**src/rtl/dmem_arbiter.sv**
```systemverilog
// rtl/dmem_arbiter.sv - data memory arbiter between CPU MEM stage and debug port
// The CPU owns the memory; debug gets idle cycles or a one-cycle forced slot after starvation.
module dmem_arbiter #(
  parameter int DATA_W   = 32,
  parameter int ADDR_W   = 32,
  parameter int MAX_WAIT = 8,
  parameter int CNT_W    = 16
) (
  input  logic              clk,
  input  logic              rst_n,
  input  logic              cpu_mem_read,
  input  logic              cpu_mem_write,
  input  logic [ADDR_W-1:0] cpu_addr,
  input  logic [DATA_W-1:0] cpu_wdata,
  output logic [DATA_W-1:0] cpu_rdata,
  output logic              cpu_stall,
  input  logic              dbg_req,
  input  logic              dbg_we,
  input  logic [ADDR_W-1:0] dbg_addr,
  input  logic [DATA_W-1:0] dbg_wdata,
  output logic              dbg_gnt,
  output logic              dbg_rvalid,
  output logic [DATA_W-1:0] dbg_rdata,
  output logic [CNT_W-1:0]  conflict_cnt,
  output logic [ADDR_W-1:0] mem_addr,
  output logic [DATA_W-1:0] mem_wdata,
  output logic              mem_read,
  output logic              mem_write,
  input  logic [DATA_W-1:0] mem_rdata
);

  localparam int WAIT_W = (MAX_WAIT > 1) ? $clog2(MAX_WAIT) : 1;
  localparam logic [WAIT_W-1:0] WAIT_MAX = WAIT_W'(MAX_WAIT - 1);

  logic [WAIT_W-1:0] wait_cnt;
  logic              cpu_pri;
  logic              cpu_act;
  logic              idle_grant;
  logic              force_grant;

  // rst_n gates the grant terms so nothing reaches memory while reset is held
  assign cpu_act     = cpu_mem_read | cpu_mem_write;
  assign idle_grant  = rst_n & dbg_req & ~cpu_act;
  assign force_grant = rst_n & dbg_req & cpu_act & ~cpu_pri & (wait_cnt == WAIT_MAX);
  assign dbg_gnt     = idle_grant | force_grant;
  assign cpu_stall   = force_grant;
  assign cpu_rdata   = mem_rdata;

  always_comb begin
    mem_addr  = cpu_addr;
    mem_wdata = cpu_wdata;
    mem_read  = cpu_mem_read & rst_n;
    mem_write = cpu_mem_write & rst_n;
    if (dbg_gnt) begin
      mem_addr  = dbg_addr;
      mem_wdata = dbg_wdata;
      mem_read  = ~dbg_we;
      mem_write = dbg_we;
    end
  end

  always_ff @(posedge clk or negedge rst_n) begin
    if (!rst_n) begin
      wait_cnt     <= '0;
      cpu_pri      <= 1'b0;
      dbg_rvalid   <= 1'b0;
      dbg_rdata    <= '0;
      conflict_cnt <= '0;
    end else begin
      if (dbg_gnt || !dbg_req) begin
        wait_cnt <= '0;
      end else if (wait_cnt != WAIT_MAX) begin
        wait_cnt <= wait_cnt + WAIT_W'(1);
      end
      // one guaranteed CPU cycle after every forced grant
      cpu_pri    <= force_grant;
      dbg_rvalid <= dbg_gnt & ~dbg_we;
      if (dbg_gnt && !dbg_we) begin
        dbg_rdata <= mem_rdata;
      end
      if (force_grant && (conflict_cnt != {CNT_W{1'b1}})) begin
        conflict_cnt <= conflict_cnt + CNT_W'(1);
      end
    end
  end

endmodule
```
**config.mk**
```make
export PLATFORM = sky130hd
export DESIGN_NAME = dmem_arbiter
export DESIGN_NICKNAME = d
export VERILOG_FILES = /design/src/rtl/dmem_arbiter.sv
export SDC_FILE = /design/constraint.sdc
export NUM_CORES = 1
export LEC_CHECK = 0
export CORE_AREA = 2 2 122 124
export DETAILED_ROUTE_END_ITERATION = 8
export DIE_AREA = 0 0 124 126
export PLACE_DENSITY = 0.64
export RECOVER_POWER = 100
export SLEW_MARGIN = 10
export SYNTH_ARGS = -nofsm -noshare
export SYNTH_HDL_FRONTEND = slang
export SYNTH_SLANG_ARGS = --single-unit
```
**constraint.sdc**
```tcl
create_clock -name clk -period 3.3 [get_ports clk]
set_input_delay 0.33 -clock clk [delete_from_list [all_inputs] [get_ports clk]]
set_output_delay 0.33 -clock clk [all_outputs]
set_load 0.005 [all_outputs]
```
==> flow_metrics.py, run 1 <==
metrics = {
    "final_layout": {
        "fin_cells": 865,
        "final_util_pct": 45.36,
        "area_growth_pct": 98.96,
        "final_area_um2": 6492,
        "layout-drive-gt1-share_pct": 7.658,
        "nets": 847,
    },
    "synth": {
        "ys.warnings.count": 0,
        "synthArstFlopShare_pct": 100.0,
        "ys_ff_latch": 53,
        "ys_types": 28,
        "ys_seq_area_share_pct": 40.64,
        "syn_inst": 401,
        "synth_edf_count": 0,
        "synth_area_um2": 3263,
        "synth.avg_cell_area_um2": 8.137,
        "synth_top_area_share_pct": 40.64,
        "synth_ff_type": "dfrtp_1",
        "synth_area_leaders": "dfrtp_1, nand2_1, mux2_2",
        "syn-num-nets": 570,
        "yosysTopAreaCell": "dfrtp_1",
    },
    "clock_tree": {
        "cts_resized": 0,
        "cts_made_buffers": 5,
        "htree_levels": 2,
        "cts.sinks": 53,
        "cts_hold_buffers": 0,
        "clock_path_buffers": 2,
        "clkTransAtPathRegs_ns": 0.07,
        "cts_tree": "yes",
        "insertion_delay_ns": 0.29,
        "post_cts_buffers": 0,
        "clockRootBuffer": "clkbuf_16",
    },
    "timing": {
        "worst_pin_slew_ns": 1.241,
        "fin_crit_ns": 3.074,
        "tns_ns": 0,
        "grt_setup_unrepaired": "no",
        "post-route-period-util_pct": 93.16,
        "whs_ns": 0.4264,
        "hold_viol": 0,
        "finalSetupViolCount": 0,
        "max_freq_ghz": 0.3253,
        "slew_violations": 0,
        "relSlewSlack_pct": 17.29,
        "skew_ns": 0.006168,
    },
    "detailed_routing": {
        "first_iter_violations": 122,
        "vias_per_cell": 4.345,
        "ant_nets": 0,
        "firstDrtPassIters": 4,
        "vias": 3758,
        "drc": 0,
        "finalWirelength_um": 15080,
        "wl_per_cell_um": 17.43,
    },
    "floorplan": {
        "coreArea_um2": 14310,
        "start_util_pct": 22.80,
        "rows": 44,
        "die_y_um": 126,
        "pin_count": 315,
        "die_w_um": 124,
        "die_area_um2": 15620,
    },
    "grt": {
        "grt_max_degree": 68,
        "grtUsageMet2_pct": 31.71,
        "grt_use_total_pct": 18.25,
        "grt_pass1_wl_um": 21670,
        "grt.overflow.total": 0,
        "grt_pass1_vias": 3859,
        "grtUsageMet1_pct": 21.28,
        "gr-usage-met3_pct": 6.159,
        "antenna_found_initial": 2,
        "grt_busiest_layer": "met2",
    },
    "setup_path": {
        "startpoint_type": "register",
        "rr_startpoint": "wait_cnt[0]",
        "max_stage_delay_ns": 0.58,
        "arrival_ns": 2.74,
        "cp-end-kind": "primary output",
        "path_delay_family": "buffers and inverters",
        "crit_fanout": 15,
        "reg2reg_to": "dbg_rdata[12]",
        "crit_cells": 9,
        "cp_slowest_cell": "dlygate4sd3_1",
        "rrSetupSlack_ns": 0.55,
        "required_ns": 2.97,
        "cp_num_buf_inv": 3,
        "reg2regPathDepth": 8,
        "crit_type": "register to primary output",
        "path_cells": "ha_1 > ha_1 > and2b_1 > o21bai_4 > inv_2 > clkbuf_2 > nand2_1 > nand2_1 > dlygate4sd3_1",
    },
    "pwr": {
        "cellLeakagePower_nw": 3.044,
        "ir_drop_uv": 289.1,
        "power_density_nw_per_um2": 315.5,
    },
    "placement": {
        "gp_congestion": 0.8567,
        "placed_cells_incl_taps": 855,
        "hpwl_um": 12220,
        "port_buffers": 314,
        "dpl_cell_area_um2": 6412,
    },
    "outcome": {
        "status": "finished clean",
    },
    "hold_path": {
        "hp-class": "input port to asynchronous set/reset pin",
    },
    "run": {
        "drv_cap": 0,
    },
}
==> report_power, final <==
part / switching (mW) / total, mW / internal [mW]
logic: 0.240 / 0.735 / 0.495
registers: 0.0457 / 0.794 / 0.749
clock network: 0.237 / 0.519 / 0.283
==> cell usage in the layout (no fill, tap or decap), drive strengths merged, types with 3 or more instances in the layout <==
cell type      netlist  routed
nand2              201     201
clkdlybuf4s50        0     180
dlygate4sd3          0     133
dfrtp               53      53
mux2                33      33
xor2                16      16
clkbuf              12      12
nor4                 7       7
nor2                 6       6
nand4                5       5
nor3                 5       5
nand3                4       4
buf                 40       4
ha                   3       3
==> worst max path at each step <==
stage / endpoint / start / slack (ns)
after floorplan: mem_addr[0] / wait_cnt[0] / 1.03
after global placement: mem_read / wait_cnt[0] / 0.59
after detailed placement: mem_wdata[28] / wait_cnt[0] / 0.56
after CTS: mem_wdata[28] / wait_cnt[0] / 0.23
after global routing: mem_wdata[2] / wait_cnt[0] / 0.07
final: mem_wdata[21] / wait_cnt[0] / 0.23
==> worst reg2reg max path: stages (launching register included) <==
cell	delay, ns
dfrtp_1	0.36
ha_1	0.17
ha_1	0.25
and2b_1	0.25
o21bai_4	0.09
buf_12	0.21
nor2_1	0.19
clkbuf_2	0.67
mux2_2	0.44
==> synth_stat cells, types with 4 or more instances <==
library cell    n
buf_2           5
buf_4          32
clkbuf_1       12
dfrtp_1        53
mux2_2         33
nand2_1       201
nand3_1         4
nand4_1         5
nor2_1          6
nor3_1          5
nor4_1          4
xor2_1         16
==> routing by layer <==
layer  vias to the layer above  share of wire, %
li1                       1799                 -
met1                      1757                39
met2                       183                48
met3                        19                11
met4                         0               2.1
met5                         -                 0
==> per-stage QoR <==
step | total power [mW] | setup WS (ns)
after floorplan | 1.014 | 1.029
after global placement | 1.613 | 0.5943
after detailed placement | 1.617 | 0.5611
after CTS | 2.154 | 0.2340
after global routing | 2.160 | 0.07304
final | 2.048 | 0.2259
==> area by class of cell <==
cell class	instances	area [um2]
Sequential cell	53	1326
Timing Repair Buffer	322	3211
Clock inverter	1	7.507
Inverter	2	7.507
Fill cell	1379	7821
Multi-Input combinational cell	294	1573
Clock buffer	7	132.6
Tap cell	184	230.2
Antenna cell	2	5.005
==> kinds of logic after synthesis <==
logic type               synth area share [%]
AO/OA/AOI/OAI                          0.6518
XOR/XNOR                                4.294
adder cells (fa/ha/maj)                 1.150
buffers and inverters                   10.31
flip-flops                              40.64
multiplexers                            12.00
AND/OR/NAND/NOR                         30.94
==> state kept, by name (all words and copies together) (netlist names) <==
signal	flops
dbg_rvalid	1
dbg_rdata	32
conflict_cnt	16
wait_cnt	3
cpu_pri	1
No activity file was read; power rests on OpenSTA's default activity.
==> run 2: changes to the inputs <==
CTS_CLUSTER_SIZE = 28   (was unset)
==> results of run 2 <==
Final layout, timing and power as in run 1 (identical DEF).
